`config.mk`:
```
export PLATFORM = sky130hd
export DESIGN_NAME = spi_main_flat
export DESIGN_NICKNAME = d
export VERILOG_FILES = /design/src/rtl/spi_main_if.sv /design/src/rtl/spi_main.sv /design/src/flat_wrapper.sv
export SDC_FILE = /design/constraint.sdc
export NUM_CORES = 1
export LEC_CHECK = 0
export ABC_AREA = 1
export CAP_MARGIN = 5
export CORE_MARGIN = 4
export CORE_UTILIZATION = 40
export DETAILED_ROUTE_END_ITERATION = 8
export PLACE_DENSITY = 0.68
export SYNTH_ARGS = -nofsm -noshare
export SYNTH_HDL_FRONTEND = slang
export SYNTH_SLANG_ARGS = --single-unit
export TNS_END_PERCENT = 20
```
`constraint.sdc`:
```
create_clock -name clk -period 1.75 [get_ports clk]
set_input_delay 0.525 -clock clk [delete_from_list [all_inputs] [get_ports clk]]
set_output_delay 0.525 -clock clk [all_outputs]
set_load 0.01 [all_outputs]
```
`src/rtl/spi_main_if.sv`:
```
// Bus bundle between spi_main and its environment: host handshake plus the SPI pins.
interface spi_main_if #(
  parameter int WIDTH = 128
);
  logic             start;
  logic [WIDTH-1:0] tx_data;
  logic [WIDTH-1:0] rx_data;
  logic             busy;
  logic             done;
  logic             cs;
  logic             sclk;
  logic             sdi;
  logic             sdo;

  modport master (
    input  start, tx_data, sdo,
    output rx_data, busy, done, cs, sclk, sdi
  );

  modport slave (
    output start, tx_data, sdo,
    input  rx_data, busy, done, cs, sclk, sdi
  );
endinterface

```
`src/rtl/spi_main.sv`:
```
// SPI controller for the 128-bit AES subordinate link: MSB-first full-duplex transfer,
// sclk divided from clk, plus one cs-high flush pulse after reset and after every transfer.
// state    | meaning
// INIT_HI/LO  | post-reset flush pulse, busy held high
// IDLE        | waiting for start
// SETUP       | cs low, first data bit on sdi
// HIGH/LOW    | sclk high/low half of each bit
// HOLD        | cs high, sdi low before flush
// FLUSH_HI/LO | flush pulse; done raised on its final edge
module spi_main #(
  parameter int WIDTH   = 128,
  parameter int CLK_DIV = 2
) (
  input  logic       clk,
  input  logic       rst_n,
  spi_main_if.master bus
);

  localparam int HC_W  = (CLK_DIV > 1) ? $clog2(CLK_DIV) : 1;
  localparam int CNT_W = $clog2(WIDTH + 1);

  typedef enum logic [3:0] {
    INIT_HI,
    INIT_LO,
    IDLE,
    SETUP,
    HIGH,
    LOW,
    HOLD,
    FLUSH_HI,
    FLUSH_LO
  } state_t;

  state_t             state, state_n;
  logic [HC_W-1:0]    hc, hc_n;
  logic [CNT_W-1:0]   cnt, cnt_n;
  logic [WIDTH-2:0]   tx_sr, tx_sr_n;
  logic [WIDTH-1:0]   rx_sr, rx_sr_n;
  logic [WIDTH-1:0]   rx_q, rx_q_n;
  logic               busy_q, busy_n;
  logic               done_q, done_n;
  logic               cs_q, cs_n;
  logic               sclk_q, sclk_n;
  logic               sdi_q, sdi_n;
  logic               hc_last;

  assign hc_last = (hc == HC_W'(CLK_DIV - 1));

  always_ff @(posedge clk or negedge rst_n) begin
    if (!rst_n) begin
      state  <= INIT_HI;
      hc     <= '0;
      cnt    <= '0;
      tx_sr  <= '0;
      rx_sr  <= '0;
      rx_q   <= '0;
      busy_q <= 1'b1;
      done_q <= 1'b0;
      cs_q   <= 1'b1;
      sclk_q <= 1'b0;
      sdi_q  <= 1'b0;
    end else begin
      state  <= state_n;
      hc     <= hc_n;
      cnt    <= cnt_n;
      tx_sr  <= tx_sr_n;
      rx_sr  <= rx_sr_n;
      rx_q   <= rx_q_n;
      busy_q <= busy_n;
      done_q <= done_n;
      cs_q   <= cs_n;
      sclk_q <= sclk_n;
      sdi_q  <= sdi_n;
    end
  end

  always_comb begin
    state_n = state;
    hc_n    = hc_last ? '0 : hc + HC_W'(1);
    cnt_n   = cnt;
    tx_sr_n = tx_sr;
    rx_sr_n = rx_sr;
    rx_q_n  = rx_q;
    busy_n  = busy_q;
    done_n  = 1'b0;
    cs_n    = cs_q;
    sclk_n  = sclk_q;
    sdi_n   = sdi_q;

    case (state)
      INIT_HI: begin
        sclk_n = 1'b1;
        if (hc_last) state_n = INIT_LO;
      end
      INIT_LO: begin
        sclk_n = 1'b0;
        if (hc_last) begin
          busy_n  = 1'b0;
          state_n = IDLE;
        end
      end
      IDLE: begin
        hc_n   = '0;
        busy_n = 1'b0;
        if (bus.start) begin
          // MSB goes straight to sdi, so the shifter only keeps the remaining bits
          tx_sr_n = bus.tx_data[WIDTH-2:0];
          sdi_n   = bus.tx_data[WIDTH-1];
          cs_n    = 1'b0;
          cnt_n   = '0;
          busy_n  = 1'b1;
          state_n = SETUP;
        end
      end
      SETUP: begin
        if (hc_last) begin
          sclk_n  = 1'b1;
          state_n = HIGH;
        end
      end
      HIGH: begin
        if (hc_last) begin
          sclk_n  = 1'b0;
          rx_sr_n = {rx_sr[WIDTH-2:0], bus.sdo};
          cnt_n   = cnt + CNT_W'(1);
          state_n = LOW;
        end
      end
      LOW: begin
        if (hc_last) begin
          if (cnt < CNT_W'(WIDTH)) begin
            sclk_n  = 1'b1;
            sdi_n   = tx_sr[WIDTH-2];
            tx_sr_n = {tx_sr[WIDTH-3:0], 1'b0};
            state_n = HIGH;
          end else begin
            cs_n    = 1'b1;
            sdi_n   = 1'b0;
            state_n = HOLD;
          end
        end
      end
      HOLD: begin
        if (hc_last) begin
          sclk_n  = 1'b1;
          state_n = FLUSH_HI;
        end
      end
      FLUSH_HI: begin
        if (hc_last) begin
          sclk_n  = 1'b0;
          state_n = FLUSH_LO;
        end
      end
      FLUSH_LO: begin
        if (hc_last) begin
          rx_q_n  = rx_sr;
          done_n  = 1'b1;
          busy_n  = 1'b0;
          state_n = IDLE;
        end
      end
      default: state_n = INIT_HI;
    endcase
  end

  assign bus.rx_data = rx_q;
  assign bus.busy    = busy_q;
  assign bus.done    = done_q;
  assign bus.cs      = cs_q;
  assign bus.sclk    = sclk_q;
  assign bus.sdi     = sdi_q;

endmodule

```
`src/flat_wrapper.sv`:
```
// flat-port wrapper written by rule: the top's interface ports become plain ports
module spi_main_flat 
#(
  parameter int WIDTH   = 128,
  parameter int CLK_DIV = 2
)
  (clk, rst_n, bus_start, bus_tx_data, bus_sdo, bus_rx_data, bus_busy, bus_done, bus_cs, bus_sclk, bus_sdi);
  spi_main_if #(.WIDTH(WIDTH)) bus_i ();
  input  logic clk;
  input  logic rst_n;
  input wire logic [$bits(bus_i.start)-1:0] bus_start;
  input wire logic [$bits(bus_i.tx_data)-1:0] bus_tx_data;
  input wire logic [$bits(bus_i.sdo)-1:0] bus_sdo;
  output wire logic [$bits(bus_i.rx_data)-1:0] bus_rx_data;
  output wire logic [$bits(bus_i.busy)-1:0] bus_busy;
  output wire logic [$bits(bus_i.done)-1:0] bus_done;
  output wire logic [$bits(bus_i.cs)-1:0] bus_cs;
  output wire logic [$bits(bus_i.sclk)-1:0] bus_sclk;
  output wire logic [$bits(bus_i.sdi)-1:0] bus_sdi;
  assign bus_i.start = bus_start;
  assign bus_i.tx_data = bus_tx_data;
  assign bus_i.sdo = bus_sdo;
  assign bus_rx_data = bus_i.rx_data;
  assign bus_busy = bus_i.busy;
  assign bus_done = bus_i.done;
  assign bus_cs = bus_i.cs;
  assign bus_sclk = bus_i.sclk;
  assign bus_sdi = bus_i.sdi;
  spi_main #(.WIDTH(WIDTH), .CLK_DIV(CLK_DIV)) u_core (.clk(clk), .rst_n(rst_n), .bus(bus_i));
endmodule
```
-- After elaboration in Yosys (flattened, before gate mapping)
Cells that the tools add are included.
- flip-flop bits (word level): 401
- latch bits: 0
- memory bits (writable): 0
- ROM bits: 0
- output and inout port bits: 133
- memories kept: 0
- $add $sub $neg: 2
- multiply operators: 0
- divide/modulo/power cells: 0
- magnitude comparators: 1
- equal/unequal tests: 20
- shift-type cells: 0
- mux-type cells: 36
- bitwise logic cells: 0
- reductions and logical operators: 17
- operators with widths (kind ; count):
    127-bit 2-to-1 mux ; 3
    127-bit one-hot mux with 2 select lines ; 1
    4-bit 2-to-1 mux ; 8
    4-bit one-hot mux with 8 select lines ; 1
    2-bit by 1-bit != test with 1-bit output (second input constant) ; 10
    4-bit by 3-bit equality test with 1-bit output (second input constant) ; 4
    8-bit 2-to-1 mux ; 2
    8-bit one-hot mux with 2 select lines ; 1
    1-bit 2-to-1 mux ; 15
    8-bit by 1-bit adder with 8-bit output (second input constant) ; 1
    4-bit by 2-bit equality test with 1-bit output (second input constant) ; 2
    8-bit < comparator (second input constant) ; 1
    4-bit AND reduction ; 2
    8-bit AND reduction ; 1
    1-bit one-hot mux with 2 select lines ; 3
    2-bit AND reduction ; 3
    3-bit AND reduction ; 2
    2-bit nonzero test ; 3
    2-bit OR reduction ; 3
    1-bit one-hot mux with 5 select lines ; 1
    5-bit AND reduction ; 1
    5-bit nonzero test ; 1
    4-bit by 1-bit equality test with 1-bit output (second input constant) ; 1
    4-bit equality test (second input constant) ; 1
    4 further kinds ; 5

-- Logic depth before layout (Yosys ltp)
- word-level depth: 4
- gate-level depth with buffers: 11

-- Worst setup path after synthesis
No wires, ideal clock.
- path type: register to register
- start: reg u_core.state[1]
- end: reg u_core.rx_q[100], in the netlist u_core.bus.rx_data[100]
- library setup time: 0.130 ns
- arrival: 1.407 ns
- data required time: 1.620 ns
- path slack: 0.212 ns
- stages on the path, launching flop included: 12
- path buffers: 3
- period minus slack after synthesis: 1.538 ns
- cell sequence: dfrtp_1 inv_2 nand2_1 nor2_1 inv_2 nor2_4 inv_2 buf_6 buf_6 buf_4 nand2_1 o21ai_1
- word-level cells in the longest chain between the ends: 2
- RTL lines (item ; RTL line ; RTL):
    start, declared ; spi_main.sv:34 ; state_t state, state_n;
    start signal, assigned ; spi_main.sv:63 ; state <= state_n;
    4-bit equality test ; spi_main.sv:90 ; case (state)
    2-bit AND reduction (no source line) ; n/a ;
    end signal, assigned ; spi_main.sv:68 ; rx_q <= rx_q_n;
    end, declared ; spi_main.sv:39 ; logic [WIDTH-1:0] rx_q, rx_q_n;
No other way between the ends.
A chain may end at the register's enable or synchronous reset.

-- Final worst setup path
- start: reg u_core.busy_q, in the netlist u_core.bus.busy
- end: out bus_busy
- RTL lines (item ; RTL line ; RTL):
    start, declared ; spi_main.sv:40 ; logic busy_q, busy_n;
    start signal, assigned ; spi_main.sv:69 ; busy_q <= busy_n;
    end, declared ; flat_wrapper.sv:15 ; output wire logic [$bits(bus_i.busy)-1:0] bus_busy;
No word-level cell between the ends.

==> results.ini <==
[outcome]
status = finished clean

[detailed_routing]
drt-initial-drc-count = 912
wl_per_cell_um = 14.4
vias = 13100
drcViolationCount = 0
via_per_inst = 4.76
drt.antenna.violating_nets = 0
drt-total-wl_mm = 39.7
dr.pass1.iters = 5

[clocking]
cts_buffers = 43
cts_buffer_depth = 3
h-tree-depth = 2
cts.sinks = 401
insertion_delay_ns = 0.57
cts_tree = yes
ctsRootBufferMaster = clkbuf_16
clk_pin_slew_ns = 0.06

[sta]
hold_slack_ns = 0.473
maxSlewHeadroom = 0.719
drv_slew = 0
period_minus_slack_ns = 1.73
rsz0062_at_grt = yes
max_freq_ghz = 0.577
tightest_slew_ns = 0.422
finalHoldViolCount = 0
setup_viol = 0
layout_worst_path_cycle_share = 0.991
layout_setup_ws_ns = 0.0164
finalClockSkew_ns = 0.0183

[synthesis]
syn_nets = 2053
ys_async_sr_fraction = 1.00
yosysSeqAreaShare = 0.601
synthTopCellsByArea = dfrtp_1, nand2_1, o21ai_0, inv_1, o21ai_1
synth.distinct_cells = 23
ys_ff_latch = 401
netlist.area_leader.share = 0.598
yosys_warnings = 0
synth_edf_count = 0
yosysMostFrequentCell = nand2_1
synth_area_um2 = 16700
avgSynthCellArea_um2 = 8.70
synth_flop_cell = dfrtp_1
synth_top_area_cell = dfrtp_1
synthTopCellsByCount = nand2_1, dfrtp_1, o21ai_0
synth_cells = 1920

[critical_path]
cp-end-kind = primary output
crit_chain = buf_6
path_max_fanout = 2
r2r-end = u_core.tx_sr[79]
path_class = reg2out
crit_start = u_core.bus.busy
crit_buf_inv = 1
rr_startpoint = u_core.state[1]
endpoint = bus_busy
rrSetupSlack_ns = 0.11
required_ns = 1.22
max_stage_delay_ns = 0.54
critPathSlowestCell = dfstp_2
cp.depth = 1
worstPathArrival_ns = 1.21
rr_worst_depth = 7
startpoint_type = flip-flop
path_delay_family = flip-flops

[final_layout]
synthToLayoutAreaGrowth_pct = 26.6
finalNetCount = 2316
drive_above_1_share = 0.133
multiInputGateArea_um2 = 5110
num-fill-cells = 3800
stdcell_count = 2750
seqCellArea_um2 = 10000
antenna_cells = 0
design_area_um2 = 21200

[power_and_ir_drop]
pwr-share-clk = 0.331
combPwrFrac = 0.247
switching_share = 0.314
p_sw_mw = 8.60
p_int_mw = 18.8
leakage_nw = 10.1
power_frac_seq = 0.422
p_per_area_nw_per_um2 = 1300
ir_drop_uv = 661

[placement]
place_inst = 2654
dp_hpwl_mm = 26.6
place_ws_ns = -0.167
place_area_um2 = 20100
gp_congestion = 0.830
portBuffers = 264

[floorplanning]
io_pins = 265
core_area_um2 = 41100
die_height_um = 212
dieArea_um2 = 45100
core.rowCount = 74
fp.dieW_um = 212
initial_core_util = 0.406

[grt]
grt_pass1_vias = 13000
grt_overflow_total = 0
grt_max_degree = 121
grt_first_pass_wirelength_mm = 64.4
antenna_found_initial = 0
grtUsageTotal = 0.173

[hold_path]
hp-class = in2async

[flow_run]
maxCapViolCount = 0

[worst min path at each step]
stage / endpoint / slack (ns) / start / cells past startpoint
final: u_core.tx_sr[68] / 0.47 / rst_n / 2
after global routing: u_core.tx_sr[75] / 0.47 / rst_n / 2
after CTS: u_core.rx_sr[120] / 0.43 / rst_n / 2
after detailed placement: u_core.rx_sr[43] / 0.45 / rst_n / 1
after global placement: u_core.rx_sr[43] / 0.45 / rst_n / 1
after floorplan: u_core.bus.done / 0.23 / rst_n / 0
[sequential cells by signal, summed over array words and instances, names as in the netlist]
signal,cells
u_core.bus.busy,1
u_core.bus.cs,1
u_core.bus.done,1
u_core.bus.rx_data,128
u_core.bus.sclk,1
u_core.bus.sdi,1
u_core.cnt,8
u_core.hc,1
u_core.rx_sr,128
u_core.state,4
u_core.tx_sr,127
[placed cells by master (no fill, tap or decap), types with 3 or more instances in the layout]
| master | instances |
|---|---|
| o21ai_0 | 340 |
| dfrtp_2 | 3 |
| o21ai_1 | 177 |
| a21oi_1 | 7 |
| nand3_1 | 16 |
| buf_6 | 6 |
| inv_2 | 4 |
| nor2_4 | 4 |
| nand2_2 | 3 |
| clkdlybuf4s15_1 | 6 |
| clkbuf_2 | 25 |
| nor2_1 | 21 |
| nand2_8 | 3 |
| clkbuf_1 | 6 |
| nand2_1 | 554 |
| dfrtp_1 | 396 |
| inv_1 | 265 |
| nand2_4 | 3 |
| buf_12 | 19 |
| clkbuf_8 | 11 |
| buf_2 | 94 |
| clkinv_2 | 14 |
| buf_4 | 36 |
| clkdlybuf4s50_1 | 130 |
| clkdlybuf4s15_2 | 6 |
| clkbuf_16 | 45 |
| nor2_2 | 3 |
[power groups by stage]
| stage | clock [mW] | sequential [mW] | combinational [mW] |
|---|---|---|---|
| after floorplan | 0 | 11.6 | 4.62 |
| after global placement | 0 | 11.6 | 6.26 |
| after detailed placement | 0 | 11.7 | 6.47 |
| after CTS | 9.37 | 11.6 | 6.50 |
| after global routing | 9.71 | 11.7 | 7.83 |
| final | 9.07 | 11.6 | 6.77 |
[repair_timing]
action,4_1_cts,5_1_grt
resized for setup,443,73
hold buffers,1,0
setup endpoints to repair,134,296
setup buffers,6,6
gates cloned,0,3
hold endpoints to repair,19,0
pin swaps,0,1
[cells by family after synthesis]
| group | after synthesis | synth area share |
|---|---|---|
| buf+inv | 382 | 0.0982 |
| fa+ha+maj | 1 | 0.000749 |
| simple gates | 611 | 0.143 |
| flops | 401 | 0.601 |
| compound gates | 525 | 0.157 |
[layer usage]
layer  track usage  routed length, µm  share of wire
met1         0.224              17200           0.43
met2         0.292              19500           0.49
met3        0.0332               1760          0.044
met4        0.0611               1210          0.031
met5             0                  0              0
[per-stage QoR]
| stage | power (mW) | utilization | setup TNS [ns] |
|---|---|---|---|
| after floorplan | 16.2 | - | 0 |
| after global placement | 17.9 | 0.488 | -7.31 |
| after detailed placement | 18.2 | 0.488 | -12.68 |
| after CTS | 27.4 | 0.517 | -0.0501 |
| after global routing | 29.3 | 0.515 | -0.201 |
| final | 27.4 | 0.515 | 0 |
[cell type report]
cell class	instances	share of cell area
clock buffer	60	0.0591
clock inverter	20	0.00887
inverter	271	0.0486
multi-input combinational	1138	0.242
sequential	401	0.475
tap	532	0.0315
timing repair buffer	328	0.136
Note: power is estimated with default switching activity, not from simulation.
